==> src/rtl/adder_arbiter_pkg.sv <==
// Shared definitions for the nibble-serial arbitrated adder: FSM encoding,
// slice width and the nibble-counter sizing helper.
package adder_arbiter_pkg;

    localparam int NIB_W = 4;

    typedef enum logic [1:0] {
        IDLE = 2'd0,
        CALC = 2'd1,
        DONE = 2'd2
    } state_t;

    function automatic int cnt_width(input int nib);
        return (nib > 1) ? $clog2(nib) : 1;
    endfunction

endpackage

==> src/rtl/adder_4.sv <==
// 4-bit ripple-carry adder slice reused for every nibble of the serial sum.
module adder_4
    import adder_arbiter_pkg::*;
(
    input  logic [NIB_W-1:0] a,
    input  logic [NIB_W-1:0] b,
    input  logic             cin,
    output logic [NIB_W-1:0] sum,
    output logic             cout
);

    logic [NIB_W:0] carry;

    always_comb begin
        carry    = '0;
        sum      = '0;
        carry[0] = cin;
        for (int i = 0; i < NIB_W; i++) begin
            sum[i]       = a[i] ^ b[i] ^ carry[i];
            carry[i + 1] = (a[i] & b[i]) | (carry[i] & (a[i] ^ b[i]));
        end
    end

    assign cout = carry[NIB_W];

endmodule

==> src/rtl/adder_arbiter.sv <==
// Two requesters share one 4-bit adder slice; the WIDTH-bit sum is built
// nibble-serially (LSN first) and held until the consumer takes it.
module adder_arbiter
    import adder_arbiter_pkg::*;
#(
    parameter int WIDTH = 8
) (
    input  logic             clk,
    input  logic             rst,
    input  logic             req0_valid,
    output logic             req0_ready,
    input  logic [WIDTH-1:0] req0_a,
    input  logic [WIDTH-1:0] req0_b,
    input  logic             req0_cin,
    input  logic             req1_valid,
    output logic             req1_ready,
    input  logic [WIDTH-1:0] req1_a,
    input  logic [WIDTH-1:0] req1_b,
    input  logic             req1_cin,
    output logic             rsp_valid,
    input  logic             rsp_ready,
    output logic [WIDTH-1:0] rsp_sum,
    output logic             rsp_carry,
    output logic             rsp_id,
    output logic             busy
);

    localparam int NIB   = WIDTH / NIB_W;
    localparam int CNT_W = cnt_width(NIB);
    localparam logic [CNT_W-1:0] CNT_LAST = CNT_W'(NIB - 1);

    state_t                  state, state_nxt;
    logic [CNT_W-1:0]        cnt;
    logic                    last_grant;
    logic [WIDTH-1:0]        a_q, b_q, sum_q;
    logic                    carry_q, id_q;
    logic                    grant_vld, grant_id;
    logic [NIB_W-1:0]        nib_sum;
    logic                    nib_cout;
    logic [WIDTH+NIB_W-1:0]  sum_shift;

    // Round-robin grant; only offered in IDLE and never while in reset.
    always_comb begin
        grant_vld = 1'b0;
        grant_id  = 1'b0;
        if (state == IDLE && !rst) begin
            if (req0_valid && req1_valid) begin
                grant_vld = 1'b1;
                grant_id  = ~last_grant;
            end else if (req0_valid) begin
                grant_vld = 1'b1;
            end else if (req1_valid) begin
                grant_vld = 1'b1;
                grant_id  = 1'b1;
            end
        end
    end

    assign req0_ready = grant_vld && !grant_id;
    assign req1_ready = grant_vld && grant_id;

    always_comb begin
        state_nxt = state;
        case (state)
            IDLE:    if (grant_vld) state_nxt = CALC;
            CALC:    if (cnt == CNT_LAST) state_nxt = DONE;
            DONE:    if (rsp_ready) state_nxt = IDLE;
            default: state_nxt = IDLE;
        endcase
    end

    adder_4 u_nib (
        .a    (a_q[NIB_W-1:0]),
        .b    (b_q[NIB_W-1:0]),
        .cin  (carry_q),
        .sum  (nib_sum),
        .cout (nib_cout)
    );

    // New nibble enters at the top; after NIB shifts nibble 0 sits at the bottom.
    assign sum_shift = {nib_sum, sum_q};

    always_ff @(posedge clk) begin
        if (rst) begin
            state      <= IDLE;
            cnt        <= '0;
            last_grant <= 1'b1;
            sum_q      <= '0;
            carry_q    <= 1'b0;
            id_q       <= 1'b0;
        end else begin
            state <= state_nxt;
            if (grant_vld) begin
                cnt        <= '0;
                last_grant <= grant_id;
                id_q       <= grant_id;
                carry_q    <= grant_id ? req1_cin : req0_cin;
            end else if (state == CALC) begin
                cnt     <= cnt + 1'b1;
                carry_q <= nib_cout;
                sum_q   <= sum_shift[WIDTH+NIB_W-1:NIB_W];
            end
        end
    end

    // Operand shift registers carry no reset; they are reloaded on every accept.
    always_ff @(posedge clk) begin
        if (grant_vld) begin
            a_q <= grant_id ? req1_a : req0_a;
            b_q <= grant_id ? req1_b : req0_b;
        end else if (state == CALC) begin
            a_q <= a_q >> NIB_W;
            b_q <= b_q >> NIB_W;
        end
    end

    assign rsp_valid = (state == DONE);
    assign busy      = (state != IDLE);
    assign rsp_sum   = sum_q;
    assign rsp_carry = carry_q;
    assign rsp_id    = id_q;

endmodule

==> config.mk <==
export PLATFORM = sky130hd
export DESIGN_NAME = adder_arbiter
export DESIGN_NICKNAME = d
export VERILOG_FILES = /design/src/rtl/adder_arbiter_pkg.sv /design/src/rtl/adder_4.sv /design/src/rtl/adder_arbiter.sv
export SDC_FILE = /design/constraint.sdc
export NUM_CORES = 1
export LEC_CHECK = 0
export ABC_CLOCK_PERIOD_IN_PS = 3100
export BUFFER_PORTS_ARGS = -buffer_cell sky130_fd_sc_hd__buf_2
export CAP_MARGIN = 25
export CELL_PAD_IN_SITES_DETAIL_PLACEMENT = 0
export CELL_PAD_IN_SITES_GLOBAL_PLACEMENT = 1
export CORE_ASPECT_RATIO = 1.4
export CORE_MARGIN = 2
export CORE_UTILIZATION = 35
export CTS_CLUSTER_DIAMETER = 200
export DETAILED_ROUTE_END_ITERATION = 7
export GPL_ROUTABILITY_DRIVEN = 0
export HOLD_SLACK_MARGIN = 0.12
export PLACE_DENSITY_LB_ADDON = 0.2
export SETUP_SLACK_MARGIN = 0.05
export SYNTH_ARGS = -nofsm -noshare
export SYNTH_HDL_FRONTEND = slang
export SYNTH_SLANG_ARGS = --single-unit
export TNS_END_PERCENT = 1
==> constraint.sdc <==
create_clock -name clk -period 3.1 [get_ports clk]
set_clock_uncertainty 0.1 [all_clocks]
set_input_delay 0.31 -clock clk [delete_from_list [all_inputs] [get_ports clk]]
set_output_delay 0.31 -clock clk [all_outputs]
set_load 0.01 [all_outputs]
==> summary by stage <==
Critical path
The critical path start-end classification is reg -> out. The endpoint class of the critical path is an output pin. The delay of the slowest cell on the worst path is 0.59 ns. The maximum fanout count along the critical path is 13. STA puts the critical path data arrival time at 1.93 ns. In this design, the largest share of critical-path delay is due to simple AND/OR/NAND/NOR gates. The critical path goes through nor3_2 > and3_1 > buf_2. STA puts the critical path data required time at 2.69 ns. The worst register-to-register path ends at rsp_sum[7].

In this run the critical register-to-register path is launched from a_q[0]. In this run the register-to-register setup slack is 0.82 ns. Counting both buffers and inverters, the worst setup path holds a total of 1.

On the critical path, the stage with the largest delay is an instance of sky130_fd_sc_hd__nor3_2. The critical path runs through a total of 3 cells. The cell depth of the worst flop-to-flop path is 8. The kind of start point of the critical path is a register.

Global route
Entering global routing, the biggest net connects 19 pins. The number of antenna violations at the first check in global routing is 0. The leftover overflow at the end of global routing is 0. The first global-routing pass estimated 5020 um of wire. In the global route stage, overall resource usage came out at 14.3%.

The via count of the first global-routing pass is 1207.

Layout
Across the whole layout, storage elements account for 761 um2. Relative to the synthesized area, the layout overhead comes to 24.2%. The filler cells instantiated in the layout total 397.

The footprint of the multi-input gates is 573 um2. The antenna diode count is 0. The final design utilization is 45.2%. The share of final-layout standard cells stronger than drive strength 1 is 35.2%. The number of cells in the finished layout apart from fillers is 225. The total number of nets in the final design is 224.

Clock tree
In this run, post-CTS repair resized a total of 0 instances. The number of hold buffers added after cts is 0. The latest clock arrival within the worst-skew pair is 0.28 ns. The post-CTS setup buffer count is 0. Clock-pin slew was measured on the worst setup and hold paths at 0.06 ns.

The root buffer cell chosen for the clock tree is sky130_fd_sc_hd__clkbuf_8. The clock passes through at most 2 buffers. The clock net sink count is 30. The TritonCTS clock tree is yes. The H-tree was split into 2 levels. The number of buffers inserted during clock tree synthesis is 5.

Synth
The post-synthesis area per instance is 11.1 um2. Counting every instance in the synthesized netlist gives 129. The biggest area contributor in the post-synthesis netlist is sky130_fd_sc_hd__edfxtp_1. After synthesis the netlist holds a flip-flop and latch count of 30. Counting flops with an async set or reset pin after synthesis yields a share of 0%. The fraction of post-synthesis cell area in the top cell type by area is 33.4%. After synthesis, flip-flops and latches occupy 52.9% of the total area.

When the netlist entered floorplanning its net count stood at 172. Yosys attributes the largest share of cell area to sky130_fd_sc_hd__edfxtp_1 33%, sky130_fd_sc_hd__dfxtp_1 19%, sky130_fd_sc_hd__a221o_1 5.6%. The area share of xor/xnor cells in the synthesized design is 0%. The Yosys step of the flow raised 0 warnings. Sorting the synthesized cells by how often they occur yields 16 x sky130_fd_sc_hd__edfxtp_1, 16 x sky130_fd_sc_hd__nand2_1, 14 x sky130_fd_sc_hd__dfxtp_1. The synthesized netlist devotes 23.1% of its cell area to compound gates. The synthesized cell area is 0.00144 mm2. The synthesized-area fraction occupied by and/or/nand/nor cells is 11.2%. In the synthesized netlist, mux cells make up 0% of the area. By area, the combinational part of the netlist is dominated by compound AO/OA/AOI/OAI gates. The dominant synthesized flop cell is sky130_fd_sc_hd__edfxtp_1. The number of flops mapped to enable cells by yosys is 16. Of the total synthesized cell area, the portion taken by full adders, half adders and majority gates is 5.57%. The distinct cell type count after synthesis is 31.

Power
Per report_power, the clock group accounts for 24.3% of the total. Internal power comes to 841 uW. The static leakage is 0.000814 uW. The worst voltage drop across the vdd grid is 0.391 mV. The net switching component of the power is 372 uW.

The share of total power dissipated in sequential elements is 48.3%. The final total power is 1210 uW. In this run switching power makes up 30.7% of total power. The power density normalized to cell area is 679 mW/mm2. Per report_power, the combinational group accounts for 27.4% of the total.

Drt
After the first detailed-routing iteration, the DRC count stood at 21. In the detailed route, the total length drawn on met3 is 203 um. The final layout contains routed wiring with a total length of 2910 um. Wire segments on met2 add up to 1560 um in the final route.

The total DRC errors in the routed layout is 0. In the routed layout, each cell is associated on average with a via count of 5.12. The routed metal-1 wirelength is 1110 um. The highest metal layer carrying signal wires in the routed design is met4.

The number of iterations in the first detailed-routing pass is 4. In this run the remaining antenna-violating nets after routing total 0. After detailed routing, the average wire length per cell comes to 12.9 um. Across all layers, the routed design uses 1152 vias.

STA
Setup violations remaining at the end of the flow were counted as 0. The summed negative setup slack over all endpoints is 0 ns. The part of the cycle the worst path needs is 75.6%. The post-route minimum period is 2.34 ns. The count of final max-slew check failures is 0.

The upper clock frequency limit is 426 MHz. The count of final hold-check violations was 0. Headroom to the max-slew limit came out at 55.6%. At the pin with the least slew margin, the transition time is 0.665 ns. The worst hold slack after final layout is 0.210 ns.

Setup repair after global routing left no endpoint under its margin.

Floorplanning
The die is 58.2 um wide. During I/O placement, the number of pins put on the boundary was 53. The floorplan step set the die height to 79.8 um. The floorplan step defined a die boundary enclosing 0.00464 mm2. The total area inside the core boundary comes to 0.00395 mm2. The initial cell density of the core is 36.4%. The row count is 27.

Placed design
The instance count after placement with tap cells included is 217. Buffers placed on the I/O ports in this run total 52. The HPWL after detailed placement is 2200 um.

Min path
The worst hold path belongs to the class in -> reg. Along the worst hold path, the cell count comes to 2. In this run the most critical hold path is launched from req0_a[7].

The destination of the worst hold path is a_q[7].

Outcome
The run finished with clean final reports.

Run
Max-cap violations in this run came to 0.
## cell families after synthesis
| kind of cell | after synthesis |
|---|---|
| compound gates | 41 |
| fa+ha+maj | 4 |
| buf+inv | 20 |
| flops | 30 |
| simple gates | 34 |
## sequential cells by signal (all words and copies together) (netlist names)
| register | flops |
|---|---|
| rsp_sum | 8 |
| state | 2 |
| cnt | 1 |
| last_grant | 1 |
| a_q | 8 |
| rsp_id | 1 |
| rsp_carry | 1 |
| b_q | 8 |
## worst max path at each step
stage / start / to
after floorplan: rsp_carry / rsp_carry
after global placement: a_q[0] / rsp_sum[7]
after detailed placement: a_q[0] / rsp_sum[7]
after CTS: state[1] / req0_ready
after global routing: state[1] / req0_ready
final: state[1] / req0_ready
## metrics by stage
step / area (um2) / setup WS [ns]
floorplan: 1440 / 0.897
global placement: 1700 / 0.874
detailed placement: 1700 / 0.807
CTS: 1790 / 0.729
global route: 1790 / 0.585
finish: 1790 / 0.755
## power by group through the flow
stage	clock (uW)	sequential, uW	combinational, uW
floorplan	0	597	233
global placement	0	592	335
detailed placement	0	596	339
CTS	311	587	340
global route	322	599	392
finish	295	585	333
## area by class of cell
cell class                      instances  area share [%]
Multi-Input combinational cell         79            32.1
Clock inverter                          2           0.491
Inverter                               11            2.31
Sequential cell                        30            42.6
Tap cell                               43            3.01
Timing Repair Buffer                   54            15.4
Clock buffer                            6            4.06
## cells in the final DEF (no fill, tap or decap), drive strengths merged, types with 2 or more instances in the layout
cell type / synthesis / layout
and3: 2 / 2
clkinv: 0 / 2
a21oi: 6 / 6
dfxtp: 14 / 14
nor2: 7 / 7
a21boi: 8 / 8
a22o: 9 / 9
clkbuf: 3 / 6
nand2: 16 / 16
a221o: 8 / 8
and2b: 2 / 2
nor3: 2 / 2
inv: 11 / 11
buf: 6 / 54
a211oi: 3 / 3
fa: 4 / 4
edfxtp: 16 / 16
## metal layers
layer | vias to the layer above | GRT usage, %
li1 | 573 | -
met1 | 534 | 14.8
met2 | 41 | 25.3
met3 | 4 | 4.70
met4 | 0 | 6.98
met5 | - | 0
Note: power is estimated with default switching activity, not from simulation.
